[src/rtl/timer_digit_entry.sv]
// Keypad digit entry for the mm:ss countdown chain: shifts BCD digits in,
// validates on start, issues an active-low preset strobe and holds until done.
module timer_digit_entry #(
  parameter logic [3:0] KEY_CLEAR = 4'hA,
  parameter logic [3:0] KEY_START = 4'hB
) (
  input  logic       clk,
  input  logic       clearn,
  input  logic       key_valid,
  input  logic [3:0] key_code,
  input  logic       timer_done,
  output logic [3:0] sec_units,
  output logic [3:0] sec_tens,
  output logic [3:0] min_units,
  output logic [3:0] min_tens,
  output logic       load,
  output logic       busy,
  output logic       err,
  output logic [2:0] digit_cnt
);

  localparam int unsigned DW   = 4;
  localparam int unsigned CW   = 3;
  localparam logic [CW-1:0] CNT_MAX = CW'(4);
  localparam logic [DW-1:0] MAX_SEC_TENS = DW'(5);
  localparam logic [DW-1:0] MAX_DIGIT    = DW'(9);

  typedef enum logic [1:0] {IDLE, ENTRY, COMMIT, ARMED} state_t;

  state_t        state_q, state_d;
  logic [DW-1:0] su_d, st_d, mu_d, mt_d;
  logic [CW-1:0] cnt_d;
  logic          load_d, busy_d, err_d;
  logic          is_digit, is_clear, is_start, entry_ok;

  // Key decode and start validation against the current entry register.
  always_comb begin
    is_digit = key_valid && (key_code <= MAX_DIGIT);
    is_clear = key_valid && (key_code == KEY_CLEAR);
    is_start = key_valid && (key_code == KEY_START);
    entry_ok = (sec_tens <= MAX_SEC_TENS) &&
               ({min_tens, min_units, sec_tens, sec_units} != '0);
  end

  // Next-state and next-output logic.
  always_comb begin
    state_d = state_q;
    su_d    = sec_units;
    st_d    = sec_tens;
    mu_d    = min_units;
    mt_d    = min_tens;
    cnt_d   = digit_cnt;
    load_d  = 1'b1;
    err_d   = 1'b0;

    unique case (state_q)
      IDLE: begin
        if (is_digit) begin
          mt_d    = min_units;
          mu_d    = sec_tens;
          st_d    = sec_units;
          su_d    = key_code;
          cnt_d   = CW'(1);
          state_d = ENTRY;
        end
      end
      ENTRY: begin
        if (is_digit) begin
          if (digit_cnt < CNT_MAX) begin
            mt_d  = min_units;
            mu_d  = sec_tens;
            st_d  = sec_units;
            su_d  = key_code;
            cnt_d = digit_cnt + CW'(1);
          end
        end else if (is_clear) begin
          {mt_d, mu_d, st_d, su_d} = '0;
          cnt_d   = '0;
          state_d = IDLE;
        end else if (is_start) begin
          if (entry_ok) begin
            load_d  = 1'b0;
            state_d = COMMIT;
          end else begin
            err_d = 1'b1;
          end
        end
      end
      COMMIT: begin
        state_d = ARMED;
      end
      ARMED: begin
        // timer_done takes priority; a simultaneous clear is simply absorbed.
        if (timer_done || is_clear) begin
          {mt_d, mu_d, st_d, su_d} = '0;
          cnt_d   = '0;
          state_d = IDLE;
        end
      end
      default: state_d = IDLE;
    endcase

    busy_d = (state_d == ARMED);
  end

  // State and output registers with synchronous active-low reset.
  always_ff @(posedge clk) begin
    if (!clearn) begin
      state_q   <= IDLE;
      sec_units <= '0;
      sec_tens  <= '0;
      min_units <= '0;
      min_tens  <= '0;
      digit_cnt <= '0;
      load      <= 1'b1;
      busy      <= 1'b0;
      err       <= 1'b0;
    end else begin
      state_q   <= state_d;
      sec_units <= su_d;
      sec_tens  <= st_d;
      min_units <= mu_d;
      min_tens  <= mt_d;
      digit_cnt <= cnt_d;
      load      <= load_d;
      busy      <= busy_d;
      err       <= err_d;
    end
  end

endmodule

[config.mk]
export PLATFORM = sky130hd
export DESIGN_NAME = timer_digit_entry
export DESIGN_NICKNAME = d
export VERILOG_FILES = /design/src/rtl/timer_digit_entry.sv
export SDC_FILE = /design/constraint.sdc
export NUM_CORES = 1
export LEC_CHECK = 0
export CORE_MARGIN = 4
export CORE_UTILIZATION = 40
export DETAILED_ROUTE_END_ITERATION = 12
export PLACE_DENSITY = 0.67
export RECOVER_POWER = 25
export SLEW_MARGIN = 20
export SYNTH_ARGS = -nofsm -noshare
export SYNTH_HDL_FRONTEND = slang
export SYNTH_SLANG_ARGS = --single-unit
[constraint.sdc]
create_clock -name clk -period 1.6 [get_ports clk]
set_input_delay 0.32 -clock clk [delete_from_list [all_inputs] [get_ports clk]]
set_output_delay 0.32 -clock clk [all_outputs]
set_load 0.03 [all_outputs]
==> flow_metrics.env <==
export IMPL_min_path_type="input pin to flip-flop"
export IMPL_slew_viol_final=0
export IMPL_synth_largest_area_cell="dfxtp_1"
export IMPL_port_buffers=29
export IMPL_fin_setup_tns_ns=0
export IMPL_status="finished, final reports clean"
export IMPL_ys_seq_elements=24
export IMPL_drt_pass1_iter_count=4
export IMPL_r2r_setup_slack_ns=0.18
export IMPL_hold_depth=3
export IMPL_r2r_cells=6
export IMPL_syn_area_per_cell_um2=9.34
export IMPL_finalCritPeriodShare_pct=97.1
export IMPL_placementRows=19
export IMPL_synth_area_um2=1170
export IMPL_h_tree_depth=1
export IMPL_power_switching_mw=0.343
export IMPL_die_height_um=62.0
export IMPL_start_util_pct=42.0
export IMPL_drive_gt1_share_pct=17.6
export IMPL_grt_ovfl_total=0
export IMPL_clkPwrFrac_pct=26.5
export IMPL_clk_latency_ns=0.32
export IMPL_crit_slowest_cell="clkdlybuf4s50_1"
export IMPL_cap_violations=0
export IMPL_skew_ns=0.00143
export IMPL_final_antenna_net_count=0
export IMPL_tightest_slew_ns=0.382
export IMPL_die_x_um=62.0
export IMPL_total_power_mw=1.22
export IMPL_cp_start_kind="input pin"
export IMPL_coreArea_um2=2780
export IMPL_worstSetupPathType="input pin to flip-flop"
export IMPL_fmax_mhz=643
export IMPL_path_buf_inv=2
export IMPL_crit_cells=6
export IMPL_setup_violations=0
export IMPL_crit_path_max_fanout=13
export IMPL_final_area_um2=1620
export IMPL_cts_setup_buffers=0
export IMPL_ys_warn_count=0
export IMPL_required_ns=1.85
export IMPL_final_nets=180
export IMPL_synth_cell_types=32
export IMPL_syn_inst=125
export IMPL_final_cells=201
export IMPL_hold_buffers=0
export IMPL_relSlewSlack_pct=74.5
export IMPL_grt_pass1_wl_um=4640
export IMPL_root_buffer="clkbuf_4"
export IMPL_dp_cells=197
export IMPL_post_drt_wl_per_cell_um=14.3
export IMPL_syn_to_final_growth_pct=39.1
export IMPL_critPathMaxStageDelay_ns=0.56
export IMPL_synth_top_area_share_pct=41.2
export IMPL_synth_nets=134
export IMPL_arrival_ns=1.80
export IMPL_drt_iter0_drc=23
export IMPL_layout_common_cells="38 x nand2_1, 24 x dfxtp_1, 22 x dlygate4sd2_1"
export IMPL_finalHoldViolCount=0
export IMPL_grtUsageTotal_pct=16.4
export IMPL_cts_buffers=3
export IMPL_dp_hpwl_um=2150
export IMPL_min_period_ns=1.55
export IMPL_gp_congestion=0.818
export IMPL_path_cells="clkdlybuf4s50_1 -> nand4b_4 -> a2bb2oi_4 -> o2bb2ai_4 -> buf_12 -> mux2i_1"
export IMPL_p_comb_share_pct=21.1
export IMPL_wirelength_um=2880
export IMPL_internal_power_mw=0.879
export IMPL_cts_tree="built"
export IMPL_antenna_found_initial=0
export IMPL_pin_count=30
export IMPL_avgViaCountPerCell=5.28
export IMPL_cts_resized=22
export IMPL_clkTransAtPathRegs_ns=0.13
export IMPL_sw_frac_of_total_pct=28.1
export IMPL_ys_seq_area_share_pct=41.2
export IMPL_seq_power_share_pct=52.4
export IMPL_die_area_um2=3850
export IMPL_cp_top_family="buffers and inverters"
export IMPL_diodes=0
export IMPL_clockBufferDepth=2
export IMPL_ir_drop_uv=612
export IMPL_power_leakage_nw=0.754
export IMPL_clkSinkCount=24
export IMPL_layout_commonest_cell="nand2_1"
export IMPL_grt_max_degree=21
export IMPL_vias=1061
export IMPL_cp_end_kind="flip-flop"
export IMPL_drc=0
export IMPL_place_area_um2=1600
export IMPL_synth_area_leaders="dfxtp_1 41%, mux2i_1 15%, nand2_1 12%"
export IMPL_powerDensity_nw_per_um2=752
export IMPL_grt_pass1_vias=1035
## state kept, by name, summed over array words and instances, names as in the netlist
| register | cells |
|---|---|
| busy | 1 |
| digit_cnt | 3 |
| err | 1 |
| load | 1 |
| min_tens | 4 |
| min_units | 4 |
| sec_tens | 4 |
| sec_units | 4 |
| state_q | 2 |
## cells in the mapped netlist (all sizes together)
cell type / number
mux2i: 17
nand3: 2
buf: 4
nand2b: 1
and4bb: 1
nand4b: 1
ha: 1
and4b: 2
o21ai: 4
inv: 3
a21boi: 1
dlygate4sd1: 1
a2bb2oi: 1
nand2: 38
o21bai: 2
and2: 1
nor4: 3
a21oi: 3
a31oi: 1
nor2b: 2
a22o: 1
nor3: 2
a311oi: 1
o2bb2ai: 1
nand4: 2
clkbuf: 1
dfxtp: 24
and2b: 1
mux2: 1
a31o: 2
## through the flow
step                hold slack [ns]  utilization, %  worst slack [ns]
finish                        0.343            58.4            0.0457
global route                  0.365            58.4          -0.00836
CTS                           0.487            57.9            0.0100
detailed placement            0.471            57.6            -0.297
global placement              0.462            57.6            -0.242
floorplan                     0.462               -             0.246
## worst register-to-register path, delay by kind of cell, from the launching register on
family                 cells  cell delay, ns
AO/OA/AOI/OAI              1            0.25
buffers and inverters      2            0.30
flip-flops                 1            0.51
multiplexers               1            0.07
AND/OR/NAND/NOR            2            0.20
## cell type report
type	instances	area [um2]
Clock buffer	4	36.3
Tap cell	31	38.8
Multi-Input combinational cell	92	636
Fill cell	251	1160
Timing Repair Buffer	47	422
Sequential cell	24	480
Inverter	3	11.3
## layer usage
metal  share of wire (%)  GRT usage, %  up-vias
met3                 3.3          2.48        6
li1                    -             -      527
met2                  49          26.5       23
met5                   0             0        -
met1                  46          21.1      505
met4                 1.9          8.18        0
## kinds of logic (layout without fill, tap and decap cells)
group | after synthesis | in the layout | synth area share [%]
compound gates | 17 | 17 | 12.1
fa+ha+maj | 1 | 1 | 1.07
buf+inv | 9 | 54 | 5.68
flops | 24 | 24 | 41.2
mux | 18 | 18 | 15.5
simple gates | 56 | 56 | 24.4
## worst paths after layout
check / startpoint / endpoint
min: key_code[2] / sec_units[2]$_SDFFE_PN0P_
min reg2reg: min_tens[3]$_SDFFE_PN0P_ / min_tens[3]$_SDFFE_PN0P_
max: key_code[1] / min_units[1]$_SDFFE_PN0P_
max reg2reg: state_q[1]$_SDFF_PN0_ / min_units[2]$_SDFFE_PN0P_
## power by group through the flow
stage	Combinational, mW	Sequential, mW	Clock [mW]
5_1_grt	0.279	0.644	0.358
3_5_place_dp	0.264	0.653	0
6_report	0.258	0.640	0.324
2_1_floorplan	0.134	0.670	0
4_1_cts	0.257	0.640	0.331
3_3_place_gp	0.261	0.651	0
Power figures use the tool's default switching activity.
